<file path="config.mk">
export PLATFORM = sky130hd
export DESIGN_NAME = wb_port_arbiter
export DESIGN_NICKNAME = d
export VERILOG_FILES = /design/src/rtl/wb_port_arbiter_pkg.sv /design/src/rtl/wb_md_fifo.sv /design/src/rtl/wb_port_arbiter.sv
export SDC_FILE = /design/constraint.sdc
export NUM_CORES = 1
export LEC_CHECK = 0
export BUFFER_PORTS_ARGS = -buffer_cell sky130_fd_sc_hd__buf_4
export CORE_ASPECT_RATIO = 0.5
export CORE_MARGIN = 10
export CORE_UTILIZATION = 50
export DETAILED_ROUTE_END_ITERATION = 10
export HOLD_SLACK_MARGIN = 0.08
export PLACE_DENSITY_LB_ADDON = 0.12
export SETUP_SLACK_MARGIN = 0.1
export SKIP_LAST_GASP = 1
export SLEW_MARGIN = 20
export SYNTH_ARGS = -nofsm -noshare
export SYNTH_HDL_FRONTEND = slang
export SYNTH_HIERARCHICAL = 1
export SYNTH_SLANG_ARGS = --single-unit
export TNS_END_PERCENT = 50
</file>
<file path="constraint.sdc">
create_clock -name clk -period 2.4 [get_ports clk]
set_input_delay 0.12 -clock clk [delete_from_list [all_inputs] [get_ports clk]]
set_output_delay 0.12 -clock clk [all_outputs]
set_load 0.005 [all_outputs]
</file>
<file path="src/rtl/wb_port_arbiter_pkg.sv">
// wb_port_arbiter_pkg: shared widths, r0 constant and arbiter state encoding.
package wb_port_arbiter_pkg;
  localparam int REG_W = 5;
  localparam int DATA_W = 32;
  localparam logic [REG_W-1:0] R0 = '0;
  typedef enum logic [1:0] {
    ARB_IDLE,
    ARB_PEND,
    ARB_FORCE
  } arb_state_e;
endpackage

</file>
<file path="src/rtl/wb_md_fifo.sv">
// wb_md_fifo: DEPTH-entry {rn,data} buffer for MD results with a parallel rn match.
module wb_md_fifo
  import wb_port_arbiter_pkg::*;
#(
  parameter int DEPTH = 2
) (
  input  logic                       clk,
  input  logic                       clrn,
  input  logic                       push,
  input  logic                       pop,
  input  logic [REG_W-1:0]           push_rn,
  input  logic [DATA_W-1:0]          push_data,
  input  logic [REG_W-1:0]           q_rn,
  output logic [$clog2(DEPTH):0]     count,
  output logic [REG_W-1:0]           head_rn,
  output logic [DATA_W-1:0]          head_data,
  output logic                       q_match
);
  localparam int PW = $clog2(DEPTH);
  logic [PW-1:0] wr_q, wr_d, rd_q, rd_d;
  logic [PW:0] cnt_q, cnt_d;
  logic [REG_W-1:0] rn_q [DEPTH];
  logic [REG_W-1:0] rn_d [DEPTH];
  logic [DATA_W-1:0] data_q [DEPTH];
  logic [DATA_W-1:0] data_d [DEPTH];
  assign count = cnt_q;
  assign head_rn = rn_q[rd_q];
  assign head_data = data_q[rd_q];
  always_comb begin
    wr_d = push ? wr_q + PW'(1) : wr_q;
    rd_d = pop ? rd_q + PW'(1) : rd_q;
    cnt_d = cnt_q + (PW+1)'(push) - (PW+1)'(pop);
    rn_d = rn_q;
    data_d = data_q;
    if (push) begin
      rn_d[wr_q] = push_rn;
      data_d[wr_q] = push_data;
    end
    q_match = 1'b0;
    // an entry is live when its distance from the read pointer is below count
    for (int i = 0; i < DEPTH; i++)
      if (q_rn != R0 && rn_q[i] == q_rn && {1'b0, PW'(i) - rd_q} < cnt_q) q_match = 1'b1;
  end
  always_ff @(posedge clk or negedge clrn) begin
    if (!clrn) begin
      wr_q <= '0;
      rd_q <= '0;
      cnt_q <= '0;
      rn_q <= '{default: '0};
      data_q <= '{default: '0};
    end else begin
      wr_q <= wr_d;
      rd_q <= rd_d;
      cnt_q <= cnt_d;
      rn_q <= rn_d;
      data_q <= data_d;
    end
  end
endmodule

</file>
<file path="src/rtl/wb_port_arbiter.sv">
// wb_port_arbiter: shares the register-file write port between WB writes and
// buffered MD results, with a starvation guard requesting a pipeline bubble.
module wb_port_arbiter
  import wb_port_arbiter_pkg::*;
#(
  parameter int DEPTH = 2,
  parameter int STARVE_MAX = 4
) (
  input  logic              clk,
  input  logic              clrn,
  input  logic              wwreg,
  input  logic              wm2reg,
  input  logic [DATA_W-1:0] walu,
  input  logic [DATA_W-1:0] wmo,
  input  logic [REG_W-1:0]  wrn,
  input  logic              md_valid,
  input  logic [REG_W-1:0]  md_rn,
  input  logic [DATA_W-1:0] md_result,
  output logic              md_ready,
  output logic              rf_we,
  output logic [REG_W-1:0]  rf_wn,
  output logic [DATA_W-1:0] rf_wd,
  output logic              stall_req,
  input  logic [REG_W-1:0]  q_rn,
  output logic              q_hit
);
  localparam int CW = $clog2(DEPTH) + 1;
  localparam int SW = $clog2(STARVE_MAX + 1);
  logic [CW-1:0] count;
  logic [REG_W-1:0] head_rn;
  logic [DATA_W-1:0] head_data;
  logic pipe_wr, empty, push, pop, last;
  logic [SW-1:0] starve_q, starve_d;
  arb_state_e state_q, state_d;
  wb_md_fifo #(.DEPTH(DEPTH)) u_fifo (
    .clk(clk),
    .clrn(clrn),
    .push(push),
    .pop(pop),
    .push_rn(md_rn),
    .push_data(md_result),
    .q_rn(q_rn),
    .count(count),
    .head_rn(head_rn),
    .head_data(head_data),
    .q_match(q_hit)
  );
  always_comb begin
    pipe_wr = wwreg & (wrn != R0);
    empty = count == '0;
    md_ready = count < CW'(DEPTH);
    // r0-targeted results complete the handshake but are dropped here
    push = md_valid & md_ready & (md_rn != R0);
    pop = clrn & ~pipe_wr & ~empty;
    last = pop & ~push & (count == CW'(1));
    rf_we = clrn & (pipe_wr | ~empty);
    rf_wn = !clrn ? R0 : pipe_wr ? wrn : empty ? R0 : head_rn;
    rf_wd = !clrn ? '0 : pipe_wr ? (wm2reg ? wmo : walu) : empty ? '0 : head_data;
    starve_d = (empty | pop) ? '0 : (pipe_wr && starve_q != SW'(STARVE_MAX)) ? starve_q + SW'(1) : starve_q;
    stall_req = state_q == ARB_FORCE;
    state_d = state_q;
    case (state_q)
      ARB_IDLE:  state_d = push ? ARB_PEND : ARB_IDLE;
      ARB_PEND:  state_d = last ? ARB_IDLE : (starve_d == SW'(STARVE_MAX)) ? ARB_FORCE : ARB_PEND;
      ARB_FORCE: state_d = last ? ARB_IDLE : pop ? ARB_PEND : ARB_FORCE;
      default:   state_d = ARB_IDLE;
    endcase
  end
  always_ff @(posedge clk or negedge clrn) begin
    if (!clrn) begin
      state_q <= ARB_IDLE;
      starve_q <= '0;
    end else begin
      state_q <= state_d;
      starve_q <= starve_d;
    end
  end
endmodule
</file>
# Word-level counts from Yosys, hierarchy flattened
# Index checks and enable logic that the tools add are counted.
# Widths: inputs -> output; s select.
[word_totals] register_bits=83 elab_cells=84 out_inout_bits=41 in_bits=116
[op_classes] n_reduce_logical=11 mux=29 order_cmp=6 n_addsub=7 eq_ne=7 n_bitwise=15
[ops] operator="$mux 32" count=8
[ops] operator="$bwmux 64" count=1
[ops] operator="$mux 5" count=7
[ops] operator="$demux 32 s1" count=1
[ops] operator="$reduce_bool 5->1" count=3
[ops] operator="$bwmux 10" count=1
[ops] operator="$eq 5x5->1" count=2
[ops] operator="$and 1x1->1" count=8
[ops] operator="$mux 2" count=4
[ops] operator="$logic_and 1x1->1" count=6
[ops] operator="$mux 3" count=2
[ops] operator="$pmux 2 s3" count=1
[ops] operator="$demux 5 s1" count=1
[ops] operator="$eq 2x1->1 const B" count=2
[ops] operator="$ge 2x2->1 const B" count=2
[ops] operator="$logic_not 2->1" count=2
[ops] operator="$lt 1x2->1" count=2
[ops] operator="$not 1->2" count=2
[ops] operator="$add 3x1->3 const B" count=1
[ops] operator="$eq 3x3->1 const B" count=1
[ops] operator="$mux 1" count=3
[ops] operator="$ne 3x3->1 const B" count=1
[ops] operator="$not 1->1" count=3
[ops] operator="$add 1x1->1 const B" count=2
[ops] operator="other kinds (7)" count=9

# Logic depth before layout (Yosys ltp)
# Gate-level depths: netlist of the first run.
[logic_depth] word_depth=11 depth_mapped=8 ltp_nobuf=8

# Hierarchy
# The synthesis of the first run kept the hierarchy.
[by_module_without_submodules] mod="wb_md_fifo" seq_area_each_um2=1951.9 area_per_inst_um2=3533.4 n_inst=1 cells_per_inst=228
[by_module_without_submodules] mod="wb_port_arbiter" seq_area_each_um2=125.1 area_per_inst_um2=1258.7 n_inst=1 cells_per_inst=180

# Worst setup path before layout of the first run
# OpenSTA, ideal clock, no wires.
[synth_timing] path_type="input -> register" startpoint="in wrn[1]" endpoint="reg state_q[0]" n_path_buf=1 t_arrival_ns=1.895 path_slack_ns=0.387 stages=6 setup_ns=0.118 t_required_ns=2.282 cell_sequence="or4_4 > o21a_1 > buf_6 > or4b_1 > a32o_1 > a21o_1"
[synth_between] elab_chain_len=11 word_cells_on_any_way=17 classes_between="1 x eq/ne; 7 x mux; 7 x bitwise; 2 x reduce/logical"
[synth_rtl] item="start, declared" line="wb_port_arbiter.sv:15" source="input logic [REG_W-1:0] wrn,"
[synth_rtl] item="$reduce_bool 5->1 (*)" line="wb_port_arbiter.sv:49" source="pipe_wr = wwreg & (wrn != R0);"
[synth_rtl] item="$and 1x1->1 (*)" line="wb_port_arbiter.sv:49"
[synth_rtl] item="$not 1->1" line="wb_port_arbiter.sv:54" source="pop = clrn & ~pipe_wr & ~empty;"
[synth_rtl] item="$and 1x1->1 (2 in series)" line="wb_port_arbiter.sv:54"
[synth_rtl] item="$or 1x1->1" line="wb_port_arbiter.sv:59" source="starve_d = (empty | pop) ? '0 : (pipe_wr && starve_q != SW'(STARVE_MAX)) ? starve_q + SW'(1) : starve_q;"
[synth_rtl] item="$mux 3" line="wb_port_arbiter.sv:59"
[synth_rtl] item="$eq 3x3->1" line="wb_port_arbiter.sv:64" source="ARB_PEND: state_d = last ? ARB_IDLE : (starve_d == SW'(STARVE_MAX)) ? ARB_FORCE : ARB_PEND;"
[synth_rtl] item="$mux 2 (2 in series)" line="wb_port_arbiter.sv:64"
[synth_rtl] item="$pmux 2 s3 (*)" line="wb_port_arbiter.sv:62" source="case (state_q)"
[synth_rtl] item="via state_d[0]" line="wb_port_arbiter.sv:34" source="arb_state_e state_q, state_d;"
[synth_rtl] item="end signal, assigned" line="wb_port_arbiter.sv:74" source="state_q <= state_d;"
[synth_rtl] item="end, declared" line="wb_port_arbiter.sv:34"
# The timed path passes the listed nets; every way through them passes the cells marked *.
# A chain may end at the register's enable or synchronous reset.

# Worst setup path after layout of the first run
[layout_timing] startpoint="in md_rn[1]" endpoint="reg state_q[0]"
[layout_between] elab_chain_len=7 word_cells_on_any_way=9 classes_between="4 x mux; 4 x bitwise; 1 x reduce/logical"
[layout_rtl] item="start, declared" line="wb_port_arbiter.sv:17" source="input logic [REG_W-1:0] md_rn,"
[layout_rtl] item="$reduce_bool 5->1 (*)" line="wb_port_arbiter.sv:53" source="push = md_valid & md_ready & (md_rn != R0);"
[layout_rtl] item="$and 1x1->1 (*)" line="wb_port_arbiter.sv:53"
[layout_rtl] item="via push" line="wb_port_arbiter.sv:32" source="logic pipe_wr, empty, push, pop, last;"
[layout_rtl] item="$not 1->1" line="wb_port_arbiter.sv:55" source="last = pop & ~push & (count == CW'(1));"
[layout_rtl] item="$and 1x1->1 (2 in series)" line="wb_port_arbiter.sv:55"
[layout_rtl] item="$mux 2 (on tied branches)" line="wb_port_arbiter.sv:65, wb_port_arbiter.sv:64"
[layout_rtl] item="$pmux 2 s3 (*)" line="wb_port_arbiter.sv:62"
[layout_rtl] item="via state_d[0]" line="wb_port_arbiter.sv:34"
# Marks and branches as above.

==> results of run 1 <==
-- what timing repair did --
item / 4_1_cts / 5_1_grt
endpoints found under the setup margin: 0 / 2
gates resized for setup: 0 / 2
hold endpoints to repair: 94 / 0
hold buffers: 38 / 0
-- layout by cell type (no fill, tap or decap), drive strengths merged, types with 3 or more instances in the layout --
cell type    synthesis  routed
dfrtp               83      83
mux2               111     111
dlygate4sd3          0      38
xnor2                5       5
buf                  8     169
xor2                 9       9
and2                 9       9
clkinv               0       3
a21boi               4       4
a21oi                3       3
mux2i               34      34
nand2                7       7
nor2                32      32
a211oi              25      25
nand3               14      14
ha                   4       4
nor4                 3       3
and3                 3       3
o21ai               10      10
clkbuf              20      10
inv                  7       7
-- power by group --
part	total [mW]	switching [mW]	internal, mW
logic	3.06	1.23	1.82
clock network	1.24	0.523	0.717
registers	2.54	0.425	2.11
total	6.83	2.18	4.65
-- flip-flops by register name, summed over array words and instances (netlist names) --
register,flops
state_q,2
starve_q,3
u_fifo/data_q,64
u_fifo/rn_q,10
u_fifo/wr_q,1
u_fifo/rd_q,1
u_fifo/count,2
-- logic make-up after synthesis --
| family | share of synthesized area [%] |
|---|---|
| XOR/XNOR | 2.56 |
| AO/OA/AOI/OAI | 7.68 |
| buffers and inverters | 4.33 |
| AND/OR/NAND/NOR | 7.86 |
| flip-flops | 43.3 |
| multiplexers | 33.2 |
| adder cells (fa/ha/maj) | 1.04 |
-- worst paths after layout --
| check | startpoint | endpoint | cells past startpoint |
|---|---|---|---|
| worst max-delay path | md_rn[1] | state_q[0] | 7 |
| worst min-delay path | md_valid | u_fifo/wr_q | 3 |
| worst max register to register | u_fifo/count[0] | u_fifo/count[1] | 7 |
| worst min register to register | u_fifo/data_q[47] | u_fifo/data_q[47] | 1 |
| max in group asynchronous | clrn | u_fifo/data_q[20] | 3 |
| min in group asynchronous | clrn | u_fifo/rn_q[3] | 2 |
-- final cells by class --
class                           instances  area, um2
Multi-Input combinational cell        290       2530
Inverter                                7       26.3
Fill cell                             713       2670
Sequential cell                        83       2080
Timing Repair Buffer                  207       1660
Clock inverter                          5       30.0
Clock buffer                           10        239
Tap cell                              121        151
-- through the flow --
| step | setup slack (ps) | std cells | hold WS (ps) |
|---|---|---|---|
| after detailed placement | 296 | 670 | 72.3 |
| after CTS | 102 | 723 | 258 |
| after global placement | 304 | 670 | 73.6 |
| after global routing | 91.2 | 723 | 216 |
| after floorplan | 387 | 408 | -176 |
| final | 136 | 723 | 226 |
-- layer usage --
metal  wire, um  vias to the layer above  GRT usage (%)
li1           -                     1860              -
met1       5710                     1836           22.7
met2       6210                      118           31.4
met3       1020                        5           6.44
met4         54                        0           3.76
met5          0                        -              0
-- worst max-delay path: stages --
cell                            delay [ps]
sky130_fd_sc_hd__dlygate4sd3_1         540
sky130_fd_sc_hd__buf_4                 140
sky130_fd_sc_hd__or3_1                 380
sky130_fd_sc_hd__o311a_4               350
sky130_fd_sc_hd__or4b_4                530
sky130_fd_sc_hd__a32o_1                270
sky130_fd_sc_hd__a21o_1                150
==> impl_results.md, run 1 <==
* Unrepaired setup endpoints after global routing: true
* Final critical-path share of the clock period at 94.3%
* Iter 0 DRT Violations at 169
* Class of the most critical setup path: in -> reg
* Peak supply drop at 0.000451 V
* Outcome: completed
* Synth Area per Inst at 11.7 um2
* Proportion of netlist area held by the largest area contributor at 43.3%
* Max-cap viol count at 0
* Number of iterations in the first detailed-routing pass at 4
* Count of boundary I/O pins at 157
* Critical Path Fanout Max at 5
* TritonCTS clock tree: yes
* Pwr/cell area at 1020 nW/um2
* Pin count of the biggest net entering global routing at 54
* # rows at 25
* Unique cell type count in the Yosys netlist at 41
* Clk_lat worst skew at 330 ps
* Total of flip-flops plus latches after synthesis at 83
* Number of buffers added by the clock tree synthesis step at 9
* Async set-or-reset flop fraction in the synthesized netlist at 100%
* Remaining number of nets flagged by the antenna check after routing at 0
* Normalized max-slew margin at 61.6%
* Worst Path Arrival at 2480 ps
* Leading cell types by count after synthesis: 109 x sky130_fd_sc_hd__mux2_2, 83 x sky130_fd_sc_hd__dfrtp_1, 34 x sky130_fd_sc_hd__mux2i_1, 31 x sky130_fd_sc_hd__nor2_1, 25 x sky130_fd_sc_hd__a211oi_1
* Total wire length after detailed routing at 13,000 um
* Gr ovfl total at 0
* Global-route wire length before repair at 21,000 um
* Horizontal die dimension at 158 um
* Post-synthesis net count at 528
* Root Buffer: sky130_fd_sc_hd__clkbuf_16
* Total via count in the routed design at 3,819
* Critical Path Start Type: primary input
* Fin. Hold Viols at 0
* Global-route usage over all layers at 18.6%
* Highest Clock Rate at 442 MHz
* Die Ht at 89.2 um
* Post-synth design cell area at 4790 um2
* Worst-case clock buffer depth at 2
* HPWL reported at the end of detailed placement at 9370 um
* Initial antenna violation count at 0
* Sequential area share after synthesis at 43.3%
* Post-CTS Setup Inserts at 0
* Final layout net count at 718
* Number of warnings printed during yosys synthesis at 6
* Final estimated routing congestion in global placement at 0.771
* Die area at 14,100 um2
* Tmin final at 2260 ps
* Most frequent cell after synthesis: sky130_fd_sc_hd__mux2_2
* H-tree depth reported by CTS at 3
* Post-route cell area at 6710 um2
* Static leakage at 3.12 nW
* Vias in the first global route at 4,197
* Dominant synthesized flop cell: sky130_fd_sc_hd__dfrtp_1
* Total DRC errors in the routed layout at 0
* Layout cell share with drive strength beyond 1 at 50.2%
* Maximum clock skew at final layout at 4.15 ps
* Slew at the pin closest to its max-slew limit at 576 ps
* CORE AREA at 9380 um2
* Number of port buffers at 156
* Clk sink count at 83
* N_diodes at 0
* Util after Layout at 71.5%
* Worst-case register-to-register setup slack at 440 ps
* Largest cells by area after synthesis: sky130_fd_sc_hd__dfrtp_1 43%, sky130_fd_sc_hd__mux2_2 26%, sky130_fd_sc_hd__mux2i_1 7.1%
* Post-DR vias/cell at 5.28
* Nature of the critical path endpoint: register
* Post-synth EDFFs at 0
* Sum of negative setup slack at 0 ps
* PnR Total Power at 6.83 mW
* Number of max-slew violations in the final report at 0
* Synthesized instance count at 408
* P&R area growth vs syn at 40.1%
* Count of final setup violators at 0
* Clock-pin transition on the worst setup and hold timing paths at 60 ps
* Post-DR wirelength/cell at 18.0 um
* Largest area contributor in the synthesized netlist: sky130_fd_sc_hd__dfrtp_1
* Req. time, crit path at 2620 ps
* Post-DP Area at 6050 um2
* Worst hold-check path type: in -> reg
* Initial core utilization at 51.1%
(Power assumes the default switching activity.)
==> run 2: changes to the inputs <==
--- a/config.mk
+++ b/config.mk
@@ -9,6 +9,7 @@
 export CORE_ASPECT_RATIO = 0.5
 export CORE_MARGIN = 10
 export CORE_UTILIZATION = 50
+export CTS_BUF_LIST = sky130_fd_sc_hd__clkbuf_4
 export DETAILED_ROUTE_END_ITERATION = 10
 export HOLD_SLACK_MARGIN = 0.08
 export PLACE_DENSITY_LB_ADDON = 0.12
==> impl_results.md, run 2 (same netlist as run 1, synthesis figures left out) <==
* Number of cells on the worst reg-to-reg path at 6
* Static leakage at 3.04 nW
* Clk sink count at 83
* Biggest register: u_fifo/data_q
* Pwr/cell area at 952 nW/um2
* Biggest registers after layout: u_fifo/data_q (64), u_fifo/rn_q (10), starve_q (3)
* Number of flip-flops in the largest register at 64
* Number of max-slew violations in the final report at 0
* Critical Path Start Type: primary input
* P&R area growth vs syn at 36.6%
* H-tree depth reported by CTS at 3
* Tmin final at 2210 ps
* Filler instances at 730
* TritonCTS clock tree: yes
* Global-route wire length before repair at 20,800 um
* Remaining number of nets flagged by the antenna check after routing at 0
* Layout cell share with drive strength beyond 1 at 49.9%
* Die Ht at 89.2 um
* Leading cell type in the layout, fill and taps excluded: sky130_fd_sc_hd__buf_4
* Sum of negative setup slack at 0 ps
* Global routing met1 resource utilization at 22.6%
* Horizontal die dimension at 158 um
* Number of iterations in the first detailed-routing pass at 4
* Number of port buffers at 156
* CP cell instances: dlygate4sd3_1, buf_4, or3_1, o311a_1, or4b_1, a32o_1, a21o_1
* Number of buffers added by the clock tree synthesis step at 9
* Normalized max-slew margin at 62.0%
* Finished Layout Cells at 724
* Total number of cells along the worst setup path at 7
* Post-DR wirelength/cell at 17.6 um
* Outcome: completed
* Most frequent cells in the layout: 169 x sky130_fd_sc_hd__buf_4, 109 x sky130_fd_sc_hd__mux2_2, 81 x sky130_fd_sc_hd__dfrtp_1, 38 x sky130_fd_sc_hd__dlygate4sd3_1, 34 x sky130_fd_sc_hd__mux2i_1
* Placed insts at 670
* Global-route usage over all layers at 18.4%
* Initial core utilization at 51.1%
* Post-DR vias/cell at 5.29
* Die area at 14,100 um2
* Post-route cell area at 6550 um2
* Met3 Resource Use GR at 6.58%
* Highest Clock Rate at 452 MHz
* Clock-pin transition on the worst setup and hold timing paths at 110 ps
* Slowest cell on the critical path: sky130_fd_sc_hd__or4b_1
* Count of buffering cells on the critical path with inverters included at 2
* Met2 Resource Use GR at 30.7%
* Req. time, crit path at 2720 ps
* Final estimated routing congestion in global placement at 0.771
* Gr ovfl total at 0
* Count of boundary I/O pins at 157
* Class of the most critical setup path: in -> reg
* Worst hold-check slack at 156 ps
* Critical Path Fanout Max at 5
* Nature of the critical path endpoint: register
* Footprint of the multi-input gates at 2520 um2
* Total DRC errors in the routed layout at 0
* Count of final setup violators at 0
* Worst-case clock buffer depth at 2
* Maximum clock skew at final layout at 10.6 ps
* Register cell area after layout at 2080 um2
* Root Buffer: sky130_fd_sc_hd__clkbuf_4
* Total via count in the routed design at 3,831
* Max-cap viol count at 0
* Iter 0 DRT Violations at 138
* Fin. Hold Viols at 0
* Initial antenna violation count at 0
* Total wire length after detailed routing at 12,700 um
* Final layout net count at 719
* Slowest Stage Delay on Critical Path at 560 ps
* Peak supply drop at 0.000362 V
* Critical R2R Launch: u_fifo/count[1]
* N_diodes at 0
* Slew at the pin closest to its max-slew limit at 570 ps
* Unrepaired setup endpoints after global routing: false
* Pin count of the biggest net entering global routing at 54
* HPWL reported at the end of detailed placement at 9370 um
* Clk_lat worst skew at 430 ps
* Worst Path Arrival at 2540 ps
* CORE AREA at 9380 um2
* Layer with the highest usage: met2
* Vias in the first global route at 4,194
* Critical path launch point: md_rn[1]
* # rows at 25
* Final critical-path share of the clock period at 92.2%
* Top cell family by delay on the critical path: simple AND/OR/NAND/NOR gates
* Worst hold-check path type: in -> async
* Post-DP Area at 6050 um2
==> run 2: per-layer routing <==
| metal | vias to the layer above | share of wire (%) | wire, um |
|---|---|---|---|
| met5 | - | 0 | 0 |
| met4 | 0 | 0.86 | 110 |
| met3 | 13 | 7.7 | 981 |
| met2 | 116 | 47 | 5990 |
| met1 | 1840 | 44 | 5650 |
| li1 | 1862 | - | - |
==> run 2: through the flow <==
stage / setup slack, ps / power, mW / utilization [%]
after global placement: 304 / 5.45 / 64.5
after CTS: 146 / 6.27 / 69.6
after floorplan: 387 / 4.60 / -
final: 187 / 6.23 / 69.8
after detailed placement: 296 / 5.54 / 64.5
after global routing: 108 / 6.72 / 69.8
==> run 2: report_power, final <==
group | total (mW) | leakage (nW) | internal, mW | switching (mW)
Combinational | 3.06 | 2.00 | 1.83 | 1.23
Clock | 0.654 | 0.0550 | 0.198 | 0.456
Sequential | 2.52 | 0.986 | 2.10 | 0.419
Total | 6.23 | 3.04 | 4.13 | 2.10
==> run 2: final cells by class <==
type / instances / area share (%)
multi-input cells: 290 / 38.5
flip-flops and latches: 83 / 31.8
repair buffers: 208 / 25.5
well taps: 121 / 2.31
clock buffers: 9 / 1.03
clock inverters: 6 / 0.516
inverters: 7 / 0.401
==> run 2: worst paths after layout <==
kind,endpoint,slack (ps)
setup / recovery,state_q[0],190
min in group clk,u_fifo/wr_q,180
hold / removal,u_fifo/rn_q[3],160
max in group asynchronous,u_fifo/data_q[52],1430
setup reg to reg,u_fifo/data_q[49],400
hold reg to reg,u_fifo/data_q[57],500
==> run 2: worst reg2reg max path, stage by stage, from the launching register on <==
cell and delay, ps:
sky130_fd_sc_hd__dfrtp_1 470, sky130_fd_sc_hd__inv_1 160, sky130_fd_sc_hd__o311a_1 300, sky130_fd_sc_hd__inv_1 140, sky130_fd_sc_hd__nor2_4 120, sky130_fd_sc_hd__buf_4 310, sky130_fd_sc_hd__mux2_2 390
==> run 2: timing repair <==
action                                  in CTS  in global routing
hold buffers                                38                  0
endpoints found under the setup margin       0                 21
buffers inserted                             0                  1
resized for setup                            0                  2
endpoints found under the hold margin      119                  0
